<file path="config.mk">
export PLATFORM = sky130hd
export DESIGN_NAME = df_channel_profiler
export DESIGN_NICKNAME = d
export VERILOG_FILES = /design/src/rtl/df_prof_pkg.sv /design/src/rtl/df_prof_chan.sv /design/src/rtl/df_channel_profiler.sv
export SDC_FILE = /design/constraint.sdc
export NUM_CORES = 1
export LEC_CHECK = 0
export BUFFER_PORTS_ARGS = -buffer_cell sky130_fd_sc_hd__buf_2
export CAP_MARGIN = 10
export CORE_ASPECT_RATIO = 2
export CORE_MARGIN = 10
export CORE_UTILIZATION = 50
export DETAILED_ROUTE_END_ITERATION = 6
export PLACE_DENSITY = 0.79
export SLEW_MARGIN = 5
export SYNTH_ARGS = -nofsm -noshare
export SYNTH_HDL_FRONTEND = slang
export SYNTH_SLANG_ARGS = --single-unit
</file>
<file path="constraint.sdc">
create_clock -name clock -period 4.4 [get_ports clock]
set_clock_uncertainty 0.15 [all_clocks]
set_input_delay 0 -clock clock [delete_from_list [all_inputs] [get_ports clock]]
set_output_delay 0 -clock clock [all_outputs]
set_load 0.01 [all_outputs]
</file>
<file path="src/rtl/df_prof_pkg.sv">
// Shared constants and helpers for the dataflow channel profiler.
package df_prof_pkg;

  localparam logic [1:0] ST_IDLE   = 2'd0;
  localparam logic [1:0] ST_RUN    = 2'd1;
  localparam logic [1:0] ST_FROZEN = 2'd2;

  // Channel-select width that stays legal for a single channel.
  function automatic int sel_width(input int n);
    return (n > 1) ? $clog2(n) : 1;
  endfunction

  // Increment that sticks at the all-ones value of a width-bit counter.
  function automatic logic [63:0] sat_inc(input logic [63:0] value, input int width);
    logic [63:0] lim;
    lim = (width >= 64) ? '1 : ((64'd1 << width) - 64'd1);
    return (value >= lim) ? value : value + 64'd1;
  endfunction

endpackage

</file>
<file path="src/rtl/df_prof_chan.sv">
// Per-channel statistics: occupancy, high-watermark, stall counters and sticky error.
module df_prof_chan
  import df_prof_pkg::*;
#(
  parameter int DEPTH = 16,
  parameter int CNT_W = 32,
  parameter int OCC_W = 5
) (
  input  logic             clock,
  input  logic             reset,
  input  logic             run,
  input  logic             clear,
  input  logic             wr_en,
  input  logic             rd_en,
  input  logic             wr_block,
  input  logic             rd_block,
  output logic [OCC_W-1:0] occ,
  output logic [OCC_W-1:0] max_occ,
  output logic [CNT_W-1:0] wstall,
  output logic [CNT_W-1:0] rstall,
  output logic             err
);

  localparam logic [OCC_W-1:0] FULL = OCC_W'(DEPTH);

  logic [OCC_W-1:0] occ_next;
  logic             err_set;

  // Overflow and underflow leave occupancy pinned and only raise the error flag.
  always_comb begin
    occ_next = occ;
    err_set  = 1'b0;
    if (wr_en && !rd_en) begin
      if (occ == FULL) err_set = 1'b1;
      else             occ_next = occ + 1'b1;
    end else if (rd_en && !wr_en) begin
      if (occ == '0) err_set = 1'b1;
      else           occ_next = occ - 1'b1;
    end
  end

  always_ff @(posedge clock) begin
    if (reset || clear) begin
      occ     <= '0;
      max_occ <= '0;
      wstall  <= '0;
      rstall  <= '0;
      err     <= 1'b0;
    end else if (run) begin
      occ     <= occ_next;
      max_occ <= (occ_next > max_occ) ? occ_next : max_occ;
      err     <= err | err_set;
      if (wr_block) wstall <= CNT_W'(sat_inc(64'(wstall), CNT_W));
      if (rd_block) rstall <= CNT_W'(sat_inc(64'(rstall), CNT_W));
    end
  end

endmodule

</file>
<file path="src/rtl/df_channel_profiler.sv">
// Dataflow region profiler: run-control FSM, deadlock detector and registered
// per-channel readout over NUM_CH channel monitors.
module df_channel_profiler
  import df_prof_pkg::*;
#(
  parameter  int NUM_CH    = 4,
  parameter  int DEPTH     = 16,
  parameter  int CNT_W     = 32,
  parameter  int DL_CYCLES = 1024,
  localparam int OCC_W     = $clog2(DEPTH + 1),
  localparam int SEL_W     = sel_width(NUM_CH)
) (
  input  logic              clock,
  input  logic              reset,
  input  logic              enable,
  input  logic              clear,
  input  logic              finish,
  input  logic [NUM_CH-1:0] wr_en,
  input  logic [NUM_CH-1:0] rd_en,
  input  logic [NUM_CH-1:0] wr_block,
  input  logic [NUM_CH-1:0] rd_block,
  input  logic              rd_req,
  input  logic [SEL_W-1:0]  sel,
  output logic              rd_valid,
  output logic [OCC_W-1:0]  rd_occ,
  output logic [OCC_W-1:0]  rd_max_occ,
  output logic [CNT_W-1:0]  rd_wstall,
  output logic [CNT_W-1:0]  rd_rstall,
  output logic [NUM_CH-1:0] err,
  output logic              deadlock,
  output logic [NUM_CH-1:0] deadlock_ch,
  output logic [1:0]        state
);

  localparam int DL_W = $clog2(DL_CYCLES);

  logic             run;
  logic [DL_W-1:0]  dl_cnt;
  logic             stuck;
  logic             dl_hit;
  logic [NUM_CH-1:0] blocked;

  logic [OCC_W-1:0] occ_v    [NUM_CH];
  logic [OCC_W-1:0] max_v    [NUM_CH];
  logic [CNT_W-1:0] wstall_v [NUM_CH];
  logic [CNT_W-1:0] rstall_v [NUM_CH];

  assign run     = (state == ST_RUN);
  assign blocked = wr_block | rd_block;
  assign stuck   = run && (|blocked) && !(|(wr_en | rd_en));
  assign dl_hit  = stuck && (dl_cnt == DL_W'(DL_CYCLES - 1));

  for (genvar i = 0; i < NUM_CH; i++) begin : g_chan
    df_prof_chan #(
      .DEPTH (DEPTH),
      .CNT_W (CNT_W),
      .OCC_W (OCC_W)
    ) u_chan (
      .clock    (clock),
      .reset    (reset),
      .run      (run),
      .clear    (clear),
      .wr_en    (wr_en[i]),
      .rd_en    (rd_en[i]),
      .wr_block (wr_block[i]),
      .rd_block (rd_block[i]),
      .occ      (occ_v[i]),
      .max_occ  (max_v[i]),
      .wstall   (wstall_v[i]),
      .rstall   (rstall_v[i]),
      .err      (err[i])
    );
  end

  // Clear wins over enable/finish; a detected deadlock freezes the run like finish.
  always_ff @(posedge clock) begin
    if (reset || clear) begin
      state       <= ST_IDLE;
      dl_cnt      <= '0;
      deadlock    <= 1'b0;
      deadlock_ch <= '0;
    end else begin
      dl_cnt <= stuck ? dl_cnt + 1'b1 : '0;
      case (state)
        ST_IDLE: if (enable) state <= ST_RUN;
        ST_RUN: begin
          if (dl_hit) begin
            deadlock    <= 1'b1;
            deadlock_ch <= blocked;
          end
          if (finish || dl_hit) state <= ST_FROZEN;
        end
        default: state <= state;
      endcase
    end
  end

  // Readout captures the selected channel's current counters one cycle after the request.
  always_ff @(posedge clock) begin
    if (reset) begin
      rd_valid   <= 1'b0;
      rd_occ     <= '0;
      rd_max_occ <= '0;
      rd_wstall  <= '0;
      rd_rstall  <= '0;
    end else begin
      rd_valid <= rd_req;
      if (rd_req) begin
        if (int'(sel) < NUM_CH) begin
          rd_occ     <= occ_v[sel];
          rd_max_occ <= max_v[sel];
          rd_wstall  <= wstall_v[sel];
          rd_rstall  <= rstall_v[sel];
        end else begin
          rd_occ     <= '0;
          rd_max_occ <= '0;
          rd_wstall  <= '0;
          rd_rstall  <= '0;
        end
      end
    end
  end

endmodule
</file>
---- Word level (Yosys, flattened, before mapping) ----
Index checks and enable logic that the tools add are counted.
cells by class
  equal/unequal tests ..................... 8
  reduce and logical (&&, ||, !) cells .... 45
  magnitude comparators ................... 13
  bitwise operators ....................... 16
  mux-type cells .......................... 47
  add/sub/neg operators ................... 17
operators with widths
  cell                                                                 number
  32-bit by 1-bit adder with 32-bit output (second input constant)     8
  32-bit >= comparator (second input constant)                         8
  32-bit binary-select mux with 2-bit select                           2
  32-bit two-way mux                                                   4
  5-bit two-way mux                                                    20
  3-bit AND reduction                                                  9
  5-bit by 1-bit adder with 5-bit output (second input constant)       4
  5-bit binary-select mux with 2-bit select                            2
  5-bit equality test (second input constant)                          4
  5-bit > comparator                                                   4
  5-bit logical NOT                                                    4
  5-bit by 1-bit subtractor with 5-bit output (second input constant)  4
  1-bit two-way mux                                                    16
  1-bit logical AND                                                    11
  10-bit by 1-bit adder with 10-bit output (second input constant)     1
  10-bit equality test (second input constant)                         1
  2-bit AND reduction                                                  5
  1-bit logical NOT                                                    9
  1-bit NOT                                                            9
  4-bit bitwise OR                                                     2
  4-bit OR reduction                                                   2
  2-bit two-way mux                                                    2
  1-bit bitwise OR                                                     4
  2-bit one-hot mux with 2 select lines                                1
  9 further kinds                                                      10
storage, ports and cells
  flip-flop bits (word level) ............. 392
  word-level logic and storage cells ...... 175

---- Logic depth before layout (Yosys ltp) ----
Gate-level depths: netlist (run 1).
  depth in word-level cells ............... 8
  depth in mapped cells ................... 12
  mapped depth without buffers ............ 12

---- By module ----
From an unflattened synthesis (run 1), not the netlist that was laid out.
unflattened totals
  cell total of the unflattened synthesis .. 2364
  area, all modules ....................... 21192.8 um^2
modules (own cells, without submodules)
  module                                seq. area each (um^2)  area an instance (um^2)  instances  cells an instance
  df_prof_chan at g_chan[0].u_chan ...  1501.4                 4033.9                   3          488
  df_channel_profiler                   1841.8                 5099.9                   1          411
  df_prof_chan at g_chan[3].u_chan      1501.4                 3991.3                   1          489

---- Least setup slack after synthesis (run 1) ----
No wires, ideal clock.
  path kind ............................... register to register
  from .................................... register g_chan[3].u_chan.occ[1]
  to ...................................... register g_chan[3].u_chan.max_occ[0]
  required time ........................... 4180 ps
  stages on the path, launching flop included .. 12
  path slack .............................. 1192 ps
  library setup time ...................... 70 ps
  path buffers ............................ 0
  period minus slack after synthesis ...... 3208 ps
  arrival time ............................ 2987 ps
  cells stage by stage .................... dfxtp_1 > inv_1 > ha_1 > or3b_2 > a31o_2 > a221o_1 > ha_1 > and4_1 > a211oi_1 > o21ai_1 > or2_2 > a21oi_1
between the ends
  cells in the longest elaborated chain, start to end .. 6
  elaborated cells on any way between the ends .. 10
  classes of those cells .................. 2 x add/sub; 1 x order compare; 1 x eq/ne; 4 x mux; 2 x reduce/logical
ends and longest elaborated chain
  element                                                                           RTL line                                source
  start, declared                                                                   df_prof_chan.sv:17                      output logic [OCC_W-1:0] occ,
  start signal, assigned                                                            df_prof_chan.sv:50                      occ <= occ_next;
  5-bit by 1-bit subtractor with 5-bit output or 5-bit logical NOT (tied branches)  df_prof_chan.sv:38, df_prof_chan.sv:37
  5-bit two-way mux                                                                 df_prof_chan.sv:37                      if (occ == '0) err_set = 1'b1;
  5-bit two-way mux                                                                 df_prof_chan.sv:36                      end else if (rd_en && !wr_en) begin
  5-bit two-way mux (*)                                                             df_prof_chan.sv:33                      if (wr_en && !rd_en) begin
  named net g_chan[3].u_chan.occ_next[3]                                            df_prof_chan.sv:26                      logic [OCC_W-1:0] occ_next;
  5-bit > comparator (*)                                                            df_prof_chan.sv:51                      max_occ <= (occ_next > max_occ) ? occ_next : max_occ;
  2-bit AND reduction (no line) (*)                                                 --
  end signal, assigned                                                              df_prof_chan.sv:51
  end, declared                                                                     df_prof_chan.sv:18                      output logic [OCC_W-1:0] max_occ,
Mark *: on every way through the listed nets, which the timed path passes. The rest lies on a longest branch.
A chain may end at the register's enable or synchronous reset.

---- Worst setup path after layout (run 1) ----
  from .................................... register g_chan[3].u_chan.occ[0]
  to ...................................... register g_chan[3].u_chan.max_occ[4]
Same word-level chain as after synthesis.

==> results of run 1 <==
metrics by stage:
stage | power [mW] | hold slack [ns]
floorplan | 3.92 | 0.0236
global placement | 4.02 | 0.149
detailed placement | 4.03 | 0.164
CTS | 7.11 | 0.0209
global route | 7.28 | 0.0705
finish | 7.07 | 0.0617
worst max-delay path: stages (launching register included):
cell,delay (ns)
dfxtp_1,0.47
inv_1,0.10
ha_1,0.28
nor4b_1,0.18
or4b_2,0.65
o311ai_0,0.23
ha_1,0.37
nor2b_1,0.14
o211a_1,0.20
o21ai_1,0.48
mux2i_1,0.28
nor2_1,0.06
flip-flops by register name, summed over array words and instances (netlist names):
name and count:
rd_occ 5, rd_rstall 32, state 2, deadlock 1
rd_max_occ 5, g_chan.u_chan.max_occ 20, rd_valid 1, dl_cnt 10
deadlock_ch 4, g_chan.u_chan.rstall 128, rd_wstall 32, g_chan.u_chan.occ 20
g_chan.u_chan.wstall 128, g_chan.u_chan.err 4
layer usage:
metal | track usage, % | vias up
met2 | 44.6 | 755
li1 | - | 9150
met4 | 17.8 | 0
met5 | 0 | -
met1 | 23.6 | 9478
met3 | 3.19 | 245
cell families after synthesis:
| family | after synthesis |
|---|---|
| AOI/OAI and AO/OA | 553 |
| xor gates and xnor gates | 55 |
| buffers and inverters | 227 |
| DFF | 392 |
| adders and majority gates | 37 |
| muxes | 177 |
| and+or+nand+nor | 960 |
where the power goes:
group          internal [mW]  total, mW  switching, mW
sequential              3.56       3.57         0.0163
clock                   1.69       3.11           1.42
combinational          0.142      0.395          0.253
total                   5.38       7.07           1.69
repair_timing:
action	CTS	global route
endpoints found under the hold margin	90	0
gates resized for setup	0	0
hold buffers	22	0
setup buffers	0	0
area by class of cell:
class | instances | area, µm² | share of cell area [%]
clock buffers | 51 | 1020 | 4.36
diodes | 1 | 2.50 | 0.0107
repair buffers | 159 | 998 | 4.28
multi-input cells | 1782 | 12400 | 53.2
inverters | 72 | 270 | 1.16
flip-flops and latches | 392 | 7850 | 33.6
clock inverters | 11 | 114 | 0.488
well taps | 540 | 676 | 2.89
layout by cell type (no fill, tap or decap), types with 7 or more instances in the layout:
| cell type | synthesis | final |
|---|---|---|
| nor4_1 | 36 | 33 |
| dlygate4sd3_1 | 0 | 22 |
| o21a_1 | 8 | 8 |
| or4b_2 | 8 | 8 |
| and4_1 | 26 | 26 |
| a31oi_1 | 10 | 10 |
| o311ai_0 | 8 | 7 |
| and3_1 | 15 | 15 |
| nand2_1 | 172 | 172 |
| nor2b_1 | 11 | 10 |
| a21oi_1 | 198 | 198 |
| or2_2 | 13 | 12 |
| or3_1 | 150 | 150 |
| ha_1 | 37 | 37 |
| dfxtp_1 | 392 | 392 |
| buf_4 | 4 | 31 |
| nor3_1 | 18 | 18 |
| nor2_1 | 190 | 189 |
| o21ai_0 | 143 | 143 |
| buf_2 | 9 | 105 |
| or4_1 | 66 | 66 |
| mux2i_1 | 103 | 103 |
| inv_1 | 71 | 71 |
| clkbuf_1 | 123 | 9 |
| mux4_2 | 72 | 72 |
| nor4b_1 | 8 | 8 |
| xnor2_1 | 43 | 43 |
| a211oi_1 | 32 | 32 |
| nand3_1 | 89 | 89 |
| o41ai_1 | 8 | 8 |
| o31ai_1 | 54 | 52 |
| nand2b_1 | 17 | 17 |
| nand4_1 | 78 | 78 |
| and2_1 | 17 | 17 |
| o211ai_1 | 23 | 23 |
| xor2_1 | 12 | 12 |
| a21boi_0 | 7 | 7 |
| nand3b_1 | 10 | 10 |
| clkbuf_16 | 0 | 36 |
worst paths after layout:
path,end,cells past startpoint,slack [ns]
setup reg to reg,g_chan[3].u_chan.max_occ[4]$_SDFFE_PP0P_,11,0.69
hold reg to reg,dl_cnt[0]$_SDFF_PP0_,1,0.31
hold / removal,g_chan[0].u_chan.wstall[14]$_SDFFE_PP0P_,5,0.06
setup / recovery,g_chan[3].u_chan.max_occ[4]$_SDFFE_PP0P_,11,0.69
==> impl_results.md, run 1 <==
* Layout Utilization at 55.9%
* Worst-path fanout max at 9
* Final Hold Viols at 0
* H-tree depth at 2
* Status: completed
* Fmax at 270 MHz
* Placed Cells at 2923
* Core box area at 41800 µm²
* Fillers at 3726
* Ys async rst share at 0%
* CP Launch Type: register
* DR WL met2 at 33.6 mm
* Root Driver: clkbuf_16
* Largest family of logic cells by synthesized area: simple AND/OR/NAND/NOR gates
* DRC errors left at 0
* Adder-cell share of the synthesized area at 2.20%
* Worst slack at placement at 0.788 ns
* Multiplexer area fraction after synthesis at 12.8%
* Clk_lat worst skew at 0.55 ns
* Slew at the pin closest to its max-slew limit at 1.14 ns
* Slew Limit Fails at 0
* Xor/xnor share of the synthesized area at 2.28%
* Die area at 51300 µm²
* Simple-gate share of the synthesized area at 25.1%
* # port buffers at 109
* Met1 WL at 21.7 mm
* Post-route insts no fill at 3008
* RSZ-0062 raised after global routing: no
* Post-Place Cell Area at 22000 µm²
* Share of cells above drive strength 1 at 13.1%
* Number of synthesized flops with an enable pin at 0
* Synthesized area at 21100 µm²
* Met3 WL at 3.41 mm
* Worst Slack Setup Final at 0.690 ns
* Routability cong. at 0.986
* Worst vdd ir at 0.376 mV
* Post-synth top cells: dfxtp_1 (392), a21oi_1 (198), nor2_1 (190)
* Worst-path clk slew at 0.07 ns
* Syn_nets at 2462
* Cells after synthesis at 2401
* Final ANT Viol Nets at 0
* Crit path DAT at 3.97 ns
* Vias at 19628
* Initial antenna violation count at 1
* Pwr dens at 303 nW/µm²
* Worst EP required at 4.66 ns
* Vias in the first global route at 19387
* Die height at 310 µm
* Die W at 165 µm
* Fin area at 23300 µm²
* Remaining global-route overflow at 0
* Synthesis-to-finish area growth at 10.7%
* Router iterations before antenna repair at 5
* Longest Clk Path Bufs at 3
* Initial Utilization at 50.5%
* Hold WC Path Type: input pin to register
* CTS tree: built
* # rows at 106
* Pin count of the biggest net entering global routing at 70
* Crit. End Element: register
* DR top layer: met4
* Slew headroom at 23.6%
* Sequential share of the synthesized area at 37.2%
* Most common cell in the netlist: dfxtp_1
* Setup_tns at 0 ns
* Final #Nets at 2504
* Hold_sp: wr_block[0]
* Crit. Startpoint: g_chan[3].u_chan.occ[0]$_SDFFE_PP0P_
* Kind of critical path: register to register
* Final setup viols at 0
* Total CTS buffers at 36
* Unique cell type count in the Yosys netlist at 80
* CTS Sinks at 392
* Ranking of synthesized cells by area: dfxtp_1 (37%), mux4_2 (7.7%), mux2i_1 (4.9%), a21oi_1 (4.7%), or3_1 (4.5%)
* Number of synthesized register bits at 392
* Leak Pwr at 7.57 nW
* Final period util at 84.3%
* First-pass GRT wire length at 100 mm
* Tot GR Track Use at 24.1%
* Top-area cell type share of the netlist area at 37.2%
* Post-DP HPWL at 46.4 mm
* Average cell area after synthesis at 8.78 µm²
* RR Startpoint: g_chan[3].u_chan.occ[0]$_SDFFE_PP0P_
* WL/cell at 21.1 µm
* Compound-cell area share of the yosys netlist at 16.1%
* Routed WL at 63.4 mm
* DR iter-0 viols at 1329
* Largest area contributor in the netlist: dfxtp_1
* Primary FF master, synth: dfxtp_1
* Fin crit period at 3.71 ns
* MaxCap Viol Count at 0
* IO Count at 110
* Via density at 6.53
* Synth warn at 0
(Power assumes the default switching activity.)
==> inputs of run 2 (changes only) <==
clock period = 3.5 ns   (was 4.4 ns; I/O delays follow)
==> run 2 against run 1 <==
Routed wire length is 0.85% higher. Combinational power is 34% higher. Utilization is 1.1 points higher.
==> impl_results.md, run 2 (synthesized netlist as in run 1, its figures left out) <==
* MaxCap Viol Count at 0 (unchanged)
* Top Registers: g_chan.u_chan.rstall x128, g_chan.u_chan.wstall x128
* Status: completed
* Hold WC Path Type: input pin to register
* Fillers at 3650 (-2.0%)
* Final ANT Viol Nets at 0 (unchanged)
* Die height at 310 µm (unchanged)
* Crit Reg-Reg Endpoint: g_chan[1].u_chan.max_occ[3]$_SDFFE_PP0P_
* Worst EP required at 3.77 ns (-0.89 ns)
* First-pass GRT wire length at 102 mm (+1.4%)
* Remaining global-route overflow at 0 (unchanged)
* CP peak stage delay at 0.64 ns (about the same)
* Slew headroom at 30.7% (+7.2 points)
* Placed Cells at 2962 (+1.3%)
* Vias in the first global route at 19338 (-0.25%)
* CP Launch Type: register
* Crit path DAT at 3.62 ns (-0.35 ns)
* DRC errors left at 0 (unchanged)
* Layout Utilization at 57.0% (+1.1 points)
* R2R Setup Slk at 0.14 ns (-0.55 ns)
* H-tree depth at 2 (unchanged)
* Hold path depth at 5 (unchanged)
* RR Startpoint: g_chan[1].u_chan.occ[1]$_SDFFE_PP0P_
* Kind of critical path: register to register
* IO Count at 110 (unchanged)
* Worst-path fanout max at 7 (-2)
* Most common cell after layout, fill and taps aside: dfxtp_1
* Tot GR Track Use at 24.4% (+0.36 points)
* Pwr dens at 383 nW/µm² (+26%)
* Longest Clk Path Bufs at 3 (unchanged)
* Hold_sp: wr_en[2]
* WL/cell at 21.0 µm (-0.60%)
* Clk_lat worst skew at 0.56 ns (about the same)
* Routed WL at 64.0 mm (+0.85%)
* Hold slack at 0.0570 ns (-0.00468 ns)
* Slew at the pin closest to its max-slew limit at 1.03 ns (-0.105 ns)
* Worst vdd ir at 0.430 mV (+14%)
* Die W at 165 µm (unchanged)
* Router iterations before antenna repair at 7 (+2)
* Total CTS buffers at 37 (+2.8%)
* Core box area at 41800 µm² (unchanged)
* FF/Latch Area at 7850 µm² (about the same)
* Crit. End Element: register
* Crit. Startpoint: g_chan[1].u_chan.occ[1]$_SDFFE_PP0P_
* Final setup viols at 0 (unchanged)
* Routability cong. at 0.909 (-7.9%)
* Highest-count cells in the layout ignoring fill and taps: dfxtp_1 (390), a21oi_1 (197), nor2_1 (189)
* Final period util at 95.9% (+12 points)
* Slowest CP cell: or4b_2
* Root Driver: clkbuf_16
* Overall power at 9.11 mW (+29%)
* CTS tree: built
* Fin crit period at 3.36 ns (-0.354 ns)
* Share of cells above drive strength 1 at 14.9% (+1.8 points)
* WHS Endpoint: g_chan[2].u_chan.err$_SDFFE_PP0P_
* Final #Nets at 2545 (+1.6%)
* Worst Reg-to-Reg Cells at 10 (-1)
* Via density at 6.45 (-1.1%)
* Pin count of the biggest net entering global routing at 66 (-5.7%)
* Worst-path cell chain: inv_1, ha_1, nor4b_1, or4b_2, o311ai_1, ha_1, buf_4, a41oi_1, o21a_1, a21oi_1
* Slew Limit Fails at 0 (unchanged)
* Vias at 19696 (+0.35%)
* Final Hold Viols at 0 (unchanged)
* Area taken by multi-input logic gates at 12400 µm² (about the same)
* # rows at 106 (unchanged)
* CTS Sinks at 392 (unchanged)
* Post-DP HPWL at 47.3 mm (+1.9%)
* Post-route insts no fill at 3052 (+1.5%)
* Fmax at 298 MHz (+11%)
* DR iter-0 viols at 1270 (-4.4%)
* Initial Utilization at 50.5% (unchanged)
* Initial antenna violation count at 2 (+1)
* # port buffers at 109 (unchanged)
* Crit-path most repeated cell: ha_1
* Leak Pwr at 7.85 nW (+3.8%)
* Synthesis-to-finish area growth at 12.8%
* Worst-path clk slew at 0.07 ns (about the same)
* Die area at 51300 µm² (unchanged)
-- run 2: cell types whose count changed in the layout (fill, tap and decap cells not counted), moves of 2 or more --
| cell | before | now |
|---|---|---|
| buf_4 | 31 | 66 |
| clkinv_2 | 3 | 9 |
| buf_12 | 1 | 6 |
| clkbuf_1 | 9 | 5 |
| clkbuf_16 | 36 | 39 |
| clkbuf_8 | 6 | 9 |
| o311ai_1 | 2 | 5 |
| clkinv_4 | 2 | 0 |
| dfxtp_1 | 392 | 390 |
| dfxtp_2 | 0 | 2 |
| o21ai_1 | 2 | 0 |
| o21ai_2 | 0 | 2 |
| o311ai_0 | 7 | 5 |
-- run 2: how the worst max path moves through the flow --
stage / end / slack [ns] / cells past startpoint
5_1_grt: g_chan[1].u_chan.max_occ[1]$_SDFFE_PP0P_ / -0.05 / 11
3_5_place_dp: g_chan[1].u_chan.max_occ[0]$_SDFFE_PP0P_ / 0.05 / 11
3_3_place_gp: g_chan[1].u_chan.max_occ[0]$_SDFFE_PP0P_ / 0.18 / 11
2_1_floorplan: g_chan[3].u_chan.max_occ[0]$_SDFFE_PP0P_ / 0.29 / 11
6_report: g_chan[1].u_chan.max_occ[3]$_SDFFE_PP0P_ / 0.14 / 10
4_1_cts: g_chan[1].u_chan.max_occ[0]$_SDFFE_PP0P_ / 0.03 / 11
-- run 2: timing repair --
item,CTS,global route
hold buffers,22,0
endpoints found under the hold margin,69,0
gates resized for setup,0,7
setup buffers,0,1
endpoints found under the setup margin,0,18
-- run 2: final cells by class --
cell class	count	area share, %
multi-input cells	1782	52.2
clock buffers	53	4.70
inverters	72	1.14
flip-flops and latches	392	33.0
well taps	540	2.84
repair buffers	199	5.72
diodes	2	0.0210
clock inverters	12	0.384
-- run 2: where the power goes --
group / internal, mW / switching (mW)
clock: 2.30 / 1.80
sequential: 4.47 / 0.0162
combinational: 0.200 / 0.330
total: 6.97 / 2.14
-- run 2: worst max-delay path: cells and delay by family, from the launching register on --
family	cells	cell delay [ns]
buf+inv	2	0.24
fa+ha+maj	2	0.57
compound gates	4	1.08
flops	1	0.38
simple gates	2	0.81
-- run 2: per-stage QoR --
stage	TNS (ns)	cell area, µm²	setup slack (ns)
3_5_place_dp	0	22300	0.0547
3_3_place_gp	0	22300	0.179
6_report	0	23800	0.144
4_1_cts	0	23800	0.0284
2_1_floorplan	0	21100	0.292
5_1_grt	-0.0616	23800	-0.0520
-- run 2: per-layer routing --
metal / up-vias / GRT usage, % / part of all wire (%)
met5: - / 0 / 0
met4: 0 / 20.0 / 9.0
met3: 272 / 3.30 / 4.9
met2: 711 / 43.9 / 52
met1: 9467 / 24.3 / 34
li1: 9246 / - / -
